==> config.mk <==
export PLATFORM = sky130hd
export DESIGN_NAME = mdu_seq
export DESIGN_NICKNAME = d
export VERILOG_FILES = /design/src/rtl/mdu_seq.sv
export SDC_FILE = /design/constraint.sdc
export NUM_CORES = 1
export LEC_CHECK = 0
export CELL_PAD_IN_SITES_DETAIL_PLACEMENT = 0
export CELL_PAD_IN_SITES_GLOBAL_PLACEMENT = 1
export CORE_MARGIN = 2
export CORE_UTILIZATION = 30
export DETAILED_ROUTE_END_ITERATION = 12
export PLACE_DENSITY = 0.63
export SYNTH_ARGS = -nofsm -noshare
export SYNTH_HDL_FRONTEND = slang
export SYNTH_SLANG_ARGS = --single-unit
==> constraint.sdc <==
create_clock -name i_clk -period 7 [get_ports i_clk]
set_input_delay 1.4 -clock i_clk [delete_from_list [all_inputs] [get_ports i_clk]]
set_output_delay 1.4 -clock i_clk [all_outputs]
set_load 0.02 [all_outputs]
==> src/rtl/mdu_seq.sv <==
// Sequential multiply/divide unit: 32-cycle shift-add UMULL/SMULL and restoring UDIV,
// followed by two register-file writeback cycles (RdLo, then RdHi with optional N/Z flags).
`timescale 1ns/1ps

module mdu_seq (
    input  logic        i_clk,
    input  logic        i_reset,
    input  logic        i_start,
    input  logic [1:0]  i_op,
    input  logic [31:0] i_a,
    input  logic [31:0] i_b,
    input  logic        i_set_flags,
    input  logic        i_flush,
    output logic        o_busy,
    output logic        o_done,
    output logic        o_illegal,
    output logic        o_reg_we,
    output logic        o_wr_hi,
    output logic [31:0] o_wr_data,
    output logic [31:0] o_lo,
    output logic [31:0] o_hi,
    output logic        o_flag_n,
    output logic        o_flag_z,
    output logic [1:0]  o_flag_we
);

    localparam logic [1:0] S_IDLE  = 2'd0;
    localparam logic [1:0] S_CALC  = 2'd1;
    localparam logic [1:0] S_WB_LO = 2'd2;
    localparam logic [1:0] S_WB_HI = 2'd3;

    localparam logic [1:0] OP_UMULL = 2'b00;
    localparam logic [1:0] OP_SMULL = 2'b01;
    localparam logic [1:0] OP_UDIV  = 2'b10;
    localparam logic [1:0] OP_RSVD  = 2'b11;

    logic [1:0]  r_state;
    logic [5:0]  r_cnt;
    logic [1:0]  r_op;
    logic        r_sf;
    logic        r_neg;
    logic [31:0] r_opnd;
    logic [63:0] r_acc;
    logic [31:0] r_lo;
    logic [31:0] r_hi;
    logic        r_illegal;
    logic        r_flag_n;
    logic        r_flag_z;

    logic        w_idle;
    logic        w_accept;
    logic        w_illegal_req;
    logic        w_a_neg;
    logic        w_b_neg;
    logic [31:0] w_a_mag;
    logic [31:0] w_b_mag;
    logic [32:0] w_mul_sum;
    logic [63:0] w_mul_next;
    logic [32:0] w_rem_sh;
    logic [32:0] w_diff;
    logic [63:0] w_div_next;
    logic [63:0] w_acc_next;
    logic [63:0] w_result;
    logic        w_wb;

    assign w_idle        = (r_state == S_IDLE);
    assign w_accept      = w_idle && i_start && (i_op != OP_RSVD) && !i_flush;
    assign w_illegal_req = w_idle && i_start && (i_op == OP_RSVD) && !i_flush;

    // SMULL works on magnitudes; 0x80000000 stays 2^31 when read as unsigned.
    assign w_a_neg = (i_op == OP_SMULL) && i_a[31];
    assign w_b_neg = (i_op == OP_SMULL) && i_b[31];
    assign w_a_mag = w_a_neg ? (~i_a + 32'd1) : i_a;
    assign w_b_mag = w_b_neg ? (~i_b + 32'd1) : i_b;

    // Multiply: acc = {partial, multiplier}, add multiplicand on LSB then shift right.
    assign w_mul_sum  = {1'b0, r_acc[63:32]} + {1'b0, (r_acc[0] ? r_opnd : 32'd0)};
    assign w_mul_next = {w_mul_sum, r_acc[31:1]};

    // Divide: acc = {remainder, dividend/quotient}; a zero divisor yields all-ones and rem=a.
    assign w_rem_sh   = {r_acc[63:32], r_acc[31]};
    assign w_diff     = w_rem_sh - {1'b0, r_opnd};
    assign w_div_next = w_diff[32] ? {w_rem_sh[31:0], r_acc[30:0], 1'b0}
                                   : {w_diff[31:0],   r_acc[30:0], 1'b1};

    assign w_acc_next = (r_op == OP_UDIV) ? w_div_next : w_mul_next;
    assign w_result   = r_neg ? (~w_acc_next + 64'd1) : w_acc_next;

    always_ff @(posedge i_clk or negedge i_reset) begin
        if (!i_reset) begin
            r_state   <= S_IDLE;
            r_cnt     <= 6'd0;
            r_op      <= OP_UMULL;
            r_sf      <= 1'b0;
            r_neg     <= 1'b0;
            r_opnd    <= 32'd0;
            r_acc     <= 64'd0;
            r_lo      <= 32'd0;
            r_hi      <= 32'd0;
            r_illegal <= 1'b0;
            r_flag_n  <= 1'b0;
            r_flag_z  <= 1'b0;
        end else begin
            // NOTE: all state here uses non-blocking assignments so every register samples pre-edge values.
            r_illegal <= w_illegal_req;
            if (i_flush) begin
                r_state <= S_IDLE;
            end else begin
                case (r_state)
                    S_IDLE: begin
                        if (w_accept) begin
                            r_state <= S_CALC;
                            r_cnt   <= 6'd0;
                            r_op    <= i_op;
                            r_sf    <= i_set_flags;
                            r_neg   <= w_a_neg ^ w_b_neg;
                            if (i_op == OP_UDIV) begin
                                r_opnd <= i_b;
                                r_acc  <= {32'd0, i_a};
                            end else begin
                                r_opnd <= w_a_mag;
                                r_acc  <= {32'd0, w_b_mag};
                            end
                        end
                    end
                    S_CALC: begin
                        r_acc <= w_acc_next;
                        r_cnt <= r_cnt + 6'd1;
                        if (r_cnt == 6'd31) begin
                            r_state <= S_WB_LO;
                            r_lo    <= w_result[31:0];
                            r_hi    <= w_result[63:32];
                        end
                    end
                    S_WB_LO: begin
                        r_state  <= S_WB_HI;
                        r_flag_n <= r_hi[31];
                        r_flag_z <= ({r_hi, r_lo} == 64'd0);
                    end
                    S_WB_HI: begin
                        r_state <= S_IDLE;
                    end
                    default: begin
                        r_state <= S_IDLE;
                    end
                endcase
            end
        end
    end

    // Writeback strobes drop in the same cycle flush is raised.
    assign w_wb = ((r_state == S_WB_LO) || (r_state == S_WB_HI)) && !i_flush;

    always_comb begin
        // NOTE: default assignment first so no path through this block infers a latch.
        o_wr_data = 32'd0;
        if (r_state == S_WB_LO) begin
            o_wr_data = r_lo;
        end else if (r_state == S_WB_HI) begin
            o_wr_data = r_hi;
        end
    end

    assign o_busy    = !w_idle;
    assign o_reg_we  = w_wb;
    assign o_wr_hi   = (r_state == S_WB_HI);
    assign o_done    = (r_state == S_WB_HI) && !i_flush;
    assign o_flag_we = ((r_state == S_WB_HI) && !i_flush && r_sf && !r_op[1]) ? 2'b11 : 2'b00;
    assign o_illegal = r_illegal;
    assign o_lo      = r_lo;
    assign o_hi      = r_hi;
    assign o_flag_n  = r_flag_n;
    assign o_flag_z  = r_flag_z;

endmodule

==> run_summary.xml, run 1 <==
<?xml version="1.0" encoding="UTF-8"?>
<metrics>
  <group name="run_status">
    <metric name="result_of_the_run" unit="">finished clean</metric>
  </group>
  <group name="setup_path">
    <metric name="critical-path-top-delay-family" unit="">simple AND/OR/NAND/NOR gates</metric>
    <metric name="critPathArrivalTime" unit="ns">6.57</metric>
    <metric name="critical_path.cell_chain" unit="">inv_1, ha_1, inv_1, fa_1, a211oi_2, o21a_1, a21boi_2, o211ai_2, nand3_2, nand2_1, nor2_1, a21oi_1, ha_1, o21ai_1, or4_1, or2_1, or3_1, nor2_1, nand4_1, o31ai_1, xor2_1, o21ai_0</metric>
    <metric name="required_time_of_the_worst_setup_path" unit="ns">7.34</metric>
    <metric name="critical_path.startpoint_type" unit="">register</metric>
    <metric name="timing.critical_path.buf_inv" unit="">2</metric>
    <metric name="peak_fanout_along_the_critical_path" unit="">12</metric>
    <metric name="endpoint_kind" unit="">register</metric>
    <metric name="critical_path_cell_count" unit="">22</metric>
    <metric name="timing.setup.critical_path_class" unit="">register to register</metric>
    <metric name="r2r_cells" unit="">22</metric>
    <metric name="max_stage_delay" unit="ns">0.59</metric>
    <metric name="critical_path.slowest_cell" unit="">or4_1</metric>
  </group>
  <group name="timing">
    <metric name="report.final.setup_viol" unit="">0</metric>
    <metric name="unrepaired_setup_endpoints_after_global_routing" unit="">no</metric>
    <metric name="slew_headroom" unit="%">28.09</metric>
    <metric name="post-route-min-period" unit="ns">6.236</metric>
    <metric name="maxClockFrequency" unit="MHz">160.4</metric>
    <metric name="final_cycle_utilization_of_the_critical_path" unit="%">89.09</metric>
    <metric name="hold_viol" unit="">0</metric>
    <metric name="timing.clock.skew" unit="ns">0.01259</metric>
    <metric name="finalHoldWorstSlack" unit="ns">0.4766</metric>
    <metric name="slew_viol_final" unit="">0</metric>
    <metric name="worst-slew-pin-transition" unit="ns">1.079</metric>
    <metric name="fin_tns_setup" unit="ns">0</metric>
  </group>
  <group name="yosys">
    <metric name="synth-main-ff-cell" unit="">dfrtp_1</metric>
    <metric name="seq_area_frac_synth" unit="%">27.37</metric>
    <metric name="synth_register_bits" unit="">175</metric>
    <metric name="synthTopCellsByArea" unit="">dfrtp_1 27%, o21ai_0 7.6%, nand2_1 7.5%</metric>
    <metric name="synthesis.instances" unit="">2108</metric>
    <metric name="yosys.area_share.adder" unit="%">5.881</metric>
    <metric name="synth_mux_area_share" unit="%">3.371</metric>
    <metric name="synth_simple_gate_area_share" unit="%">22.87</metric>
    <metric name="synth_fp_nets" unit="">2253</metric>
    <metric name="synth.cell_area" unit="mm²">0.01600</metric>
    <metric name="synth_compound_area_share" unit="%">27.04</metric>
    <metric name="cell_type_with_the_largest_total_area_after_synthesis" unit="">dfrtp_1</metric>
    <metric name="asyncSetResetFlopFracSynth" unit="%">100.0</metric>
    <metric name="post_synth_num_cell_types" unit="">87</metric>
    <metric name="synthXorXnorAreaFrac" unit="%">8.759</metric>
    <metric name="synth.top_cell.area_share" unit="%">27.37</metric>
    <metric name="main_combinational_cell_family_by_area_after_synthesis" unit="">compound AO/OA/AOI/OAI gates</metric>
    <metric name="synth_enable_flop_cells" unit="">0</metric>
    <metric name="ys.warnings.count" unit="">0</metric>
    <metric name="post_synth.cell_area_avg" unit="µm²">7.590</metric>
  </group>
  <group name="place">
    <metric name="post-place-cells" unit="">2878</metric>
    <metric name="weighted_congestion_reported_at_the_end_of_routability_driven_placement" unit="">0.9242</metric>
    <metric name="postPlaceCellArea" unit="mm²">0.01839</metric>
    <metric name="io_port_bufs" unit="">175</metric>
    <metric name="dp.final_hpwl" unit="µm">54030</metric>
  </group>
  <group name="hold_path">
    <metric name="hold_path_class" unit="">register to register</metric>
    <metric name="worst_hold_path.num_cells" unit="">2</metric>
  </group>
  <group name="cts">
    <metric name="skew_pair_late_insertion_delay" unit="ns">0.48</metric>
    <metric name="clk_transition_reported_paths" unit="ns">0.08</metric>
    <metric name="cts_hold_repair.buffers" unit="">0</metric>
    <metric name="clock_tree_from_tritoncts" unit="">built</metric>
    <metric name="cts_repair_resize_count" unit="">0</metric>
    <metric name="clk_sinks" unit="">175</metric>
    <metric name="ctsRootBufferMaster" unit="">clkbuf_16</metric>
    <metric name="cts_setup_buffers" unit="">0</metric>
    <metric name="cts_h_tree_depth" unit="">4</metric>
    <metric name="cts_inserted_buffers" unit="">17</metric>
    <metric name="maximum_clock_path_buffer_count" unit="">2</metric>
  </group>
  <group name="layout">
    <metric name="layout_commonest_cell" unit="">nand2_1</metric>
    <metric name="num_antenna_cells" unit="">0</metric>
    <metric name="most-common-layout-cells" unit="">320 x nand2_1, 242 x o21ai_0, 174 x clkdlybuf4s50_1, 174 x dfrtp_1, 159 x a21oi_1</metric>
    <metric name="final_layout_size_suffix_gt1_share" unit="%">6.076</metric>
    <metric name="synthesis_to_finish_area_growth" unit="%">18.57</metric>
    <metric name="filler_cell_count" unit="">5516</metric>
    <metric name="final_area" unit="mm²">0.01897</metric>
    <metric name="final_cells" unit="">2910</metric>
    <metric name="postLayoutCoreUtil" unit="%">36.03</metric>
    <metric name="final_nets" unit="">2354</metric>
  </group>
  <group name="route">
    <metric name="drt-vias-per-instance" unit="">5.600</metric>
    <metric name="remaining_drc_errors" unit="">0</metric>
    <metric name="wirelength" unit="µm">68020</metric>
    <metric name="drt-pass1-iter-count" unit="">6</metric>
    <metric name="first_iter_violations" unit="">1620</metric>
    <metric name="detailroute.via_count" unit="">16296</metric>
    <metric name="detail-route-antenna-nets" unit="">0</metric>
    <metric name="detail_route.wl_per_cell" unit="µm">23.37</metric>
  </group>
  <group name="floorplan">
    <metric name="initial_utilization" unit="%">30.38</metric>
    <metric name="rows" unit="">84</metric>
    <metric name="io_pins" unit="">176</metric>
    <metric name="die_h" unit="µm">234.9</metric>
    <metric name="design.die.area" unit="mm²">0.05519</metric>
    <metric name="core_area" unit="mm²">0.05266</metric>
    <metric name="die_width" unit="µm">234.9</metric>
  </group>
  <group name="job">
    <metric name="max_cap_viol_count" unit="">0</metric>
  </group>
  <group name="global_routing">
    <metric name="grt_antenna_before_repair" unit="">5</metric>
    <metric name="grt_overflow_total" unit="">0</metric>
    <metric name="via_count_of_the_first_global_routing_pass" unit="">15451</metric>
    <metric name="track_usage" unit="%">24.30</metric>
    <metric name="pin_count_of_the_biggest_net_entering_global_routing" unit="">121</metric>
    <metric name="global_route_wire_length_before_repair" unit="µm">102100</metric>
  </group>
  <group name="power">
    <metric name="power_leakage" unit="nW">7.675</metric>
    <metric name="max-vdd-ir-drop" unit="µV">165.4</metric>
    <metric name="power.density_cell_area" unit="mW/mm²">417.1</metric>
  </group>
</metrics>
flip-flops by register name, indices dropped and copies added, names as in the netlist:
signal	flops
r_acc	64
r_op	2
r_cnt	6
o_flag_n	1
r_neg	1
o_illegal	1
r_state	2
r_sf	1
o_lo	32
r_opnd	32
o_flag_z	1
o_hi	32
metrics by stage:
stage / setup WS [ns] / total power [mW]
final: 0.7637 / 7.912
after global routing: 0.3868 / 8.460
after CTS: 0.8838 / 7.849
after detailed placement: 0.9026 / 6.844
after global placement: 1.080 / 6.846
after floorplan: 1.580 / 5.055
path summary, 6_finish.rpt:
path                            from         to  slack, ns
max                        r_acc[31]   o_hi[22]       0.76
min                         o_flag_z   o_flag_z       0.48
max reg2reg                r_acc[31]   o_hi[22]       0.76
min reg2reg                 o_flag_z   o_flag_z       0.48
max in group asynchronous    i_reset  r_acc[28]       5.05
min in group asynchronous    i_reset  r_acc[51]       0.88
layout make-up:
type | instances | area [µm²] | area share [%]
Clock inverter | 14 | 138.9 | 0.7321
Tap cell | 688 | 860.8 | 4.538
Clock buffer | 18 | 439.2 | 2.315
Timing Repair Buffer | 206 | 2001 | 10.55
Sequential cell | 175 | 4380 | 23.09
Multi-Input combinational cell | 1741 | 10890 | 57.43
Inverter | 68 | 255.2 | 1.346
tightest hold or removal path: cells and delay by family, from the launching register on:
| family | cells | cell delay [ns] |
|---|---|---|
| simple gates | 2 | 0.10 |
| flops | 1 | 0.35 |
synth_stat cells, types with 6 or more instances:
| master | n |
|---|---|
| o21bai_1 | 6 |
| or4_1 | 11 |
| inv_1 | 68 |
| a21o_1 | 11 |
| a21oi_1 | 159 |
| nor3_1 | 62 |
| nor2_1 | 158 |
| nand3_1 | 26 |
| o31ai_1 | 30 |
| mux2_2 | 15 |
| buf_1 | 16 |
| a211oi_1 | 29 |
| ha_1 | 72 |
| xor2_1 | 77 |
| or3_1 | 26 |
| o41ai_1 | 9 |
| nand4_1 | 25 |
| o211a_1 | 6 |
| dfrtp_1 | 175 |
| buf_2 | 12 |
| o211ai_1 | 19 |
| and2_1 | 44 |
| clkbuf_1 | 92 |
| nor4_1 | 29 |
| o21a_1 | 8 |
| nor2b_1 | 18 |
| a22o_1 | 52 |
| o21ai_1 | 14 |
| nand2_1 | 320 |
| or2_2 | 8 |
| nand2b_1 | 9 |
| and3_1 | 9 |
| mux2i_1 | 37 |
| xnor2_1 | 83 |
| o21ai_0 | 242 |
| a31oi_1 | 28 |
power breakdown:
part           switching, mW  total, mW  internal [mW]
Combinational           3.50       5.30           1.79
Clock                  0.500      0.984          0.483
Sequential             0.367       1.63           1.26
per-layer routing:
metal  track usage (%)  vias to the layer above  part of all wire [%]
met3             3.313                       66                   4.8
li1                  -                     7799                     -
met4             6.770                        0                   2.4
met1             34.50                     7935                    48
met5                 0                        -                     0
met2             38.40                      496                    45
cell families (layout without fill, tap and decap cells):
group           after synthesis  count (layout)
compound gates              680             680
xor+xnor                    160             160
fa+ha+maj                    74              74
buf+inv                     192             306
flops                       175             175
mux                          52              52
simple gates                775             775
Power figures use the tool's default switching activity.
==> run 2, diff against run 1 <==
==> constraint.sdc (replaced) <==
create_clock -name i_clk -period 7 [get_ports i_clk]
set_input_delay 1.05 -clock i_clk [delete_from_list [all_inputs] [get_ports i_clk]]
set_output_delay 1.05 -clock i_clk [all_outputs]
set_load 0.02 [all_outputs]
==> run_summary.xml, run 2 (synthesis results as in run 1) <==
<?xml version="1.0" encoding="UTF-8"?>
<metrics>
  <group name="timing">
    <metric name="slew_headroom" unit="%">22.16</metric>
    <metric name="slew_viol_final" unit="">0</metric>
    <metric name="post-route-min-period" unit="ns">6.179</metric>
    <metric name="unrepaired_setup_endpoints_after_global_routing" unit="">no</metric>
    <metric name="report.final.setup_viol" unit="">0</metric>
    <metric name="maxClockFrequency" unit="MHz">161.8</metric>
    <metric name="setup_ws" unit="ns">0.8210</metric>
    <metric name="final_cycle_utilization_of_the_critical_path" unit="%">88.27</metric>
    <metric name="timing.clock.skew" unit="ns">0.01777</metric>
    <metric name="fin_tns_setup" unit="ns">0</metric>
    <metric name="hold_viol" unit="">0</metric>
    <metric name="finalHoldWorstSlack" unit="ns">0.4956</metric>
    <metric name="worst-slew-pin-transition" unit="ns">1.162</metric>
  </group>
  <group name="floorplan">
    <metric name="die_h" unit="µm">234.9</metric>
    <metric name="core_area" unit="mm²">0.05266</metric>
    <metric name="initial_utilization" unit="%">30.38</metric>
    <metric name="die_width" unit="µm">234.9</metric>
    <metric name="design.die.area" unit="mm²">0.05519</metric>
    <metric name="io_pins" unit="">176</metric>
    <metric name="rows" unit="">84</metric>
  </group>
  <group name="setup_path">
    <metric name="timing.critical_path.buf_inv" unit="">2</metric>
    <metric name="peak_fanout_along_the_critical_path" unit="">12</metric>
    <metric name="max_stage_delay" unit="ns">0.59</metric>
    <metric name="critical-path-top-delay-family" unit="">simple AND/OR/NAND/NOR gates</metric>
    <metric name="critical_path.cell_chain" unit="">inv_1, ha_1, inv_1, fa_1, a211oi_2, o21a_1, a21boi_2, o211ai_2, nand3_2, nand2_1, nor2_1, a21oi_1, ha_1, o21ai_1, or4_1, or2_1, or3_1, a211oi_1, nand4b_2, o41ai_2, xnor2_1, o21ai_1</metric>
    <metric name="critical_path.slowest_cell" unit="">or4_1</metric>
    <metric name="required_time_of_the_worst_setup_path" unit="ns">7.33</metric>
    <metric name="endpoint_kind" unit="">register</metric>
    <metric name="critical_path.startpoint_type" unit="">register</metric>
    <metric name="timing.setup.critical_path_class" unit="">register to register</metric>
    <metric name="critPathArrivalTime" unit="ns">6.51</metric>
  </group>
  <group name="job">
    <metric name="max_cap_viol_count" unit="">0</metric>
  </group>
  <group name="cts">
    <metric name="maximum_clock_path_buffer_count" unit="">2</metric>
    <metric name="cts_hold_repair.buffers" unit="">0</metric>
    <metric name="cts_setup_buffers" unit="">0</metric>
    <metric name="clock_tree_from_tritoncts" unit="">built</metric>
    <metric name="cts_inserted_buffers" unit="">17</metric>
    <metric name="clk_sinks" unit="">175</metric>
    <metric name="clk_transition_reported_paths" unit="ns">0.08</metric>
    <metric name="cts_h_tree_depth" unit="">4</metric>
    <metric name="ctsRootBufferMaster" unit="">clkbuf_16</metric>
    <metric name="skew_pair_late_insertion_delay" unit="ns">0.47</metric>
    <metric name="cts_repair_resize_count" unit="">0</metric>
  </group>
  <group name="run_status">
    <metric name="result_of_the_run" unit="">finished clean</metric>
  </group>
  <group name="route">
    <metric name="drt-vias-per-instance" unit="">5.616</metric>
    <metric name="drt-pass1-iter-count" unit="">5</metric>
    <metric name="detail_route.wl_per_cell" unit="µm">23.30</metric>
    <metric name="detailroute.via_count" unit="">16348</metric>
    <metric name="detail-route-antenna-nets" unit="">0</metric>
    <metric name="remaining_drc_errors" unit="">0</metric>
    <metric name="wirelength" unit="µm">67830</metric>
    <metric name="first_iter_violations" unit="">1696</metric>
  </group>
  <group name="layout">
    <metric name="filler_cell_count" unit="">5503</metric>
    <metric name="layout_commonest_cell" unit="">nand2_1</metric>
    <metric name="largest_register_ff_count" unit="">64</metric>
    <metric name="postLayoutCoreUtil" unit="%">36.08</metric>
    <metric name="final_cells" unit="">2911</metric>
    <metric name="most-common-layout-cells" unit="">320 x nand2_1, 242 x o21ai_0, 174 x clkdlybuf4s50_1, 174 x dfrtp_1, 159 x a21oi_1</metric>
    <metric name="final_nets" unit="">2352</metric>
    <metric name="most_flops_register" unit="">r_acc</metric>
    <metric name="final_area" unit="mm²">0.01900</metric>
    <metric name="final_layout_size_suffix_gt1_share" unit="%">5.991</metric>
    <metric name="synthesis_to_finish_area_growth" unit="%">18.74</metric>
  </group>
  <group name="global_routing">
    <metric name="via_count_of_the_first_global_routing_pass" unit="">15472</metric>
    <metric name="pin_count_of_the_biggest_net_entering_global_routing" unit="">98</metric>
    <metric name="grt_antenna_before_repair" unit="">3</metric>
    <metric name="global_route_wire_length_before_repair" unit="µm">102200</metric>
    <metric name="met1_usage" unit="%">34.28</metric>
    <metric name="globalRoute.busiestLayer" unit="">met2</metric>
    <metric name="grt_overflow_total" unit="">0</metric>
    <metric name="gr-usage-met3" unit="%">3.008</metric>
    <metric name="gr_layer_usage_met2" unit="%">38.21</metric>
    <metric name="track_usage" unit="%">24.14</metric>
  </group>
  <group name="power">
    <metric name="power" unit="mW">7.910</metric>
    <metric name="power.density_cell_area" unit="mW/mm²">416.4</metric>
    <metric name="max-vdd-ir-drop" unit="µV">161.5</metric>
    <metric name="power_leakage" unit="nW">7.682</metric>
  </group>
  <group name="place">
    <metric name="postPlaceCellArea" unit="mm²">0.01838</metric>
    <metric name="weighted_congestion_reported_at_the_end_of_routability_driven_placement" unit="">0.9146</metric>
    <metric name="post-place-cells" unit="">2876</metric>
    <metric name="dp.final_hpwl" unit="µm">53420</metric>
    <metric name="io_port_bufs" unit="">175</metric>
    <metric name="detailedPlace.worstSlack" unit="ns">0.9829</metric>
  </group>
  <group name="hold_path">
    <metric name="hold_path_class" unit="">register to register</metric>
  </group>
</metrics>
[run 2: changes by cell type in the layout (fill, tap and decap cells not counted), sizes merged]
cell | previous run | this run
clkinv | 2 | 6
diode | 0 | 3
buf | 31 | 29
clkinvlp | 3 | 1
clkbuf | 19 | 18
inv | 77 | 76
[run 2: where the power goes]
| group | switching, mW | internal (mW) | leakage [nW] | total (mW) |
|---|---|---|---|---|
| registers | 0.364 | 1.26 | 2.33 | 1.63 |
| clock network | 0.527 | 0.488 | 0.295 | 1.02 |
| logic | 3.48 | 1.79 | 5.05 | 5.27 |
| total | 4.37 | 3.54 | 7.68 | 7.91 |
[run 2: worst min-delay path, stage by stage (launching register included)]
cell and delay (ns):
dfrtp_1 0.36, nand2_1 0.05, nand2_1 0.05
[run 2: cell type report]
| type | count | area (µm²) | share of cell area, % |
|---|---|---|---|
| multi-input combinational | 1741 | 10890 | 57.35 |
| sequential | 175 | 4380 | 23.06 |
| timing repair buffer | 204 | 1986 | 10.45 |
| tap | 688 | 860.8 | 4.531 |
| clock buffer | 17 | 425.4 | 2.239 |
| inverter | 68 | 255.2 | 1.344 |
| clock inverter | 15 | 187.7 | 0.9879 |
| antenna | 3 | 7.507 | 0.03952 |
[run 2: path summary, 6_finish.rpt]
kind	slack, ns	end	startpoint	depth (start not counted)
worst max-delay path	0.82	o_hi[24]	r_acc[31]	22
worst min-delay path	0.50	o_flag_z	o_flag_z	2
worst max register to register	0.82	o_hi[24]	r_acc[31]	22
worst min register to register	0.50	o_flag_z	o_flag_z	2
max in group asynchronous	5.10	r_acc[24]	i_reset	2
min in group asynchronous	0.58	r_opnd[14]	i_reset	1
[run 2: metal layers]
metal  part of all wire [%]  vias up
li1                       -     7808
met3                    4.9       73
met5                      0        -
met1                     47     7928
met2                     46      539
met4                    2.3        0
==> run 3, diff against run 2 <==
- CAP_MARGIN: not set -> 20
==> run_summary.xml, run 3 (synthesis results as in run 1) <==
<?xml version="1.0" encoding="UTF-8"?>
<metrics>
  <group name="run_status">
    <metric name="result_of_the_run" unit="">finished clean</metric>
  </group>
  <group name="setup_path">
    <metric name="timing.rr.start" unit="">r_acc[31]</metric>
    <metric name="timing.critical_path.to" unit="">o_hi[24]</metric>
    <metric name="required_time_of_the_worst_setup_path" unit="ns">7.33</metric>
    <metric name="endpoint_kind" unit="">register</metric>
    <metric name="critical_path.startpoint_type" unit="">register</metric>
    <metric name="r2r_slack" unit="ns">0.79</metric>
    <metric name="worst_r2r_endpoint" unit="">o_hi[24]</metric>
    <metric name="critPathArrivalTime" unit="ns">6.53</metric>
    <metric name="timing.setup.critical_path_class" unit="">register to register</metric>
    <metric name="peak_fanout_along_the_critical_path" unit="">12</metric>
    <metric name="r2r_cells" unit="">22</metric>
    <metric name="setup.worst_path.start" unit="">r_acc[31]</metric>
  </group>
  <group name="hold_path">
    <metric name="hold_path_class" unit="">register to register</metric>
  </group>
  <group name="cts">
    <metric name="ctsRootBufferMaster" unit="">clkbuf_16</metric>
    <metric name="clk_transition_reported_paths" unit="ns">0.08</metric>
    <metric name="cts_repair_resize_count" unit="">0</metric>
    <metric name="skew_pair_late_insertion_delay" unit="ns">0.47</metric>
    <metric name="maximum_clock_path_buffer_count" unit="">2</metric>
    <metric name="cts_h_tree_depth" unit="">4</metric>
    <metric name="cts_hold_repair.buffers" unit="">0</metric>
    <metric name="clock_tree_from_tritoncts" unit="">built</metric>
    <metric name="clk_sinks" unit="">175</metric>
    <metric name="cts_setup_buffers" unit="">0</metric>
    <metric name="cts_inserted_buffers" unit="">17</metric>
  </group>
  <group name="timing">
    <metric name="maxClockFrequency" unit="MHz">161.1</metric>
    <metric name="worst-slew-pin-transition" unit="ns">1.087</metric>
    <metric name="slew_viol_final" unit="">0</metric>
    <metric name="timing.clock.skew" unit="ns">0.01860</metric>
    <metric name="post-route-min-period" unit="ns">6.207</metric>
    <metric name="hold_viol" unit="">0</metric>
    <metric name="report.final.setup_viol" unit="">0</metric>
    <metric name="slew_headroom" unit="%">27.21</metric>
    <metric name="fin_tns_setup" unit="ns">0</metric>
    <metric name="unrepaired_setup_endpoints_after_global_routing" unit="">no</metric>
    <metric name="final_cycle_utilization_of_the_critical_path" unit="%">88.66</metric>
  </group>
  <group name="layout">
    <metric name="final_layout_size_suffix_gt1_share" unit="%">6.033</metric>
    <metric name="largest_register_ff_count" unit="">64</metric>
    <metric name="final_cells" unit="">2912</metric>
    <metric name="most_flops_register" unit="">r_acc</metric>
    <metric name="layout_commonest_cell" unit="">nand2_1</metric>
    <metric name="most-common-layout-cells" unit="">320 x nand2_1, 242 x o21ai_0, 174 x clkdlybuf4s50_1, 174 x dfrtp_1, 159 x a21oi_1</metric>
    <metric name="final_nets" unit="">2353</metric>
    <metric name="synthesis_to_finish_area_growth" unit="%">18.86</metric>
    <metric name="filler_cell_count" unit="">5502</metric>
  </group>
  <group name="floorplan">
    <metric name="die_h" unit="µm">234.9</metric>
    <metric name="die_width" unit="µm">234.9</metric>
    <metric name="io_pins" unit="">176</metric>
    <metric name="initial_utilization" unit="%">30.38</metric>
    <metric name="rows" unit="">84</metric>
    <metric name="design.die.area" unit="mm²">0.05519</metric>
    <metric name="core_area" unit="mm²">0.05266</metric>
  </group>
  <group name="global_routing">
    <metric name="grt_antenna_before_repair" unit="">3</metric>
    <metric name="pin_count_of_the_biggest_net_entering_global_routing" unit="">98</metric>
    <metric name="via_count_of_the_first_global_routing_pass" unit="">15472</metric>
    <metric name="track_usage" unit="%">24.14</metric>
    <metric name="global_route_wire_length_before_repair" unit="µm">102200</metric>
    <metric name="grt_overflow_total" unit="">0</metric>
  </group>
  <group name="power">
    <metric name="power_leakage" unit="nW">7.691</metric>
    <metric name="power.density_cell_area" unit="mW/mm²">416.7</metric>
    <metric name="max-vdd-ir-drop" unit="µV">160.6</metric>
  </group>
  <group name="route">
    <metric name="detailroute.via_count" unit="">16376</metric>
    <metric name="first_iter_violations" unit="">1526</metric>
    <metric name="remaining_drc_errors" unit="">0</metric>
    <metric name="drt-pass1-iter-count" unit="">7</metric>
    <metric name="detail-route-antenna-nets" unit="">0</metric>
    <metric name="drt-vias-per-instance" unit="">5.624</metric>
    <metric name="wirelength" unit="µm">67950</metric>
    <metric name="detail_route.wl_per_cell" unit="µm">23.33</metric>
  </group>
  <group name="place">
    <metric name="post-place-cells" unit="">2876</metric>
    <metric name="io_port_bufs" unit="">175</metric>
    <metric name="dp.final_hpwl" unit="µm">53420</metric>
    <metric name="weighted_congestion_reported_at_the_end_of_routability_driven_placement" unit="">0.9146</metric>
  </group>
  <group name="job">
    <metric name="max_cap_viol_count" unit="">0</metric>
  </group>
</metrics>
## run 3: cell count changes in the layout (fill, tap and decap cells not counted)
cell and delta:
buf_12 +1
## run 3: power by group
part	internal (mW)	switching [mW]	leakage, nW
combinational	1.79	3.49	5.06
clock	0.489	0.529	0.295
sequential	1.26	0.365	2.33
total	3.54	4.38	7.69
## run 3: metrics by stage
stage / instance area, µm² / util (%) / worst slack, ns / hold slack (ns) / total power, mW
4_1_cts: 18990 / 36.06 / 0.9155 / 0.4967 / 7.855
2_1_floorplan: 16000 / - / 1.580 / 0.4606 / 5.055
3_3_place_gp: 18380 / 34.90 / 1.110 / 0.4619 / 6.837
3_5_place_dp: 18380 / 34.90 / 0.9829 / 0.4722 / 6.822
6_report: 19020 / 36.12 / 0.7935 / 0.4962 / 7.924
5_1_grt: 19010 / 36.10 / 0.4651 / 0.5212 / 8.458
## run 3: final cells by class
cell class / instances / area [µm²] / share of cell area (%)
Multi-Input combinational cell: 1741 / 10890 / 57.29
Sequential cell: 175 / 4380 / 23.03
Timing Repair Buffer: 205 / 2006 / 10.55
Tap cell: 688 / 860.8 / 4.527
Clock buffer: 17 / 425.4 / 2.237
Inverter: 68 / 255.2 / 1.342
Clock inverter: 15 / 187.7 / 0.9869
Antenna cell: 3 / 7.507 / 0.03948
## run 3: metal layers
metal | GRT usage (%) | part of all wire, % | vias up
li1 | - | - | 7808
met1 | 34.28 | 47 | 7981
met2 | 38.21 | 46 | 521
met3 | 3.008 | 4.8 | 66
met4 | 7.077 | 2.3 | 0
met5 | 0 | 0 | -
## run 3: critical path, cell delays in order (launching register included)
cell and delay, ns:
dfrtp_1 0.45, inv_1 0.11, ha_1 0.17, inv_1 0.06, fa_1 0.44, a211oi_2 0.23, o21a_1 0.30, a21boi_2 0.13
o211ai_2 0.33, nand3_2 0.38, nand2_1 0.21, nor2_1 0.09, a21oi_1 0.22, ha_1 0.22, o21ai_1 0.14, or4_1 0.59
or2_1 0.37, or3_1 0.48, a211oi_1 0.25, nand4b_2 0.27, o41ai_2 0.35, xnor2_1 0.19, o21ai_1 0.08
## run 3: worst min path at each step
stage / from / to / cells past startpoint
6_report: o_flag_z / o_flag_z / 2
5_1_grt: r_sf / r_sf / 1
4_1_cts: o_flag_z / o_flag_z / 2
3_5_place_dp: o_flag_z / o_flag_z / 2
3_3_place_gp: o_flag_z / o_flag_z / 2
2_1_floorplan: r_cnt[4] / r_cnt[4] / 1
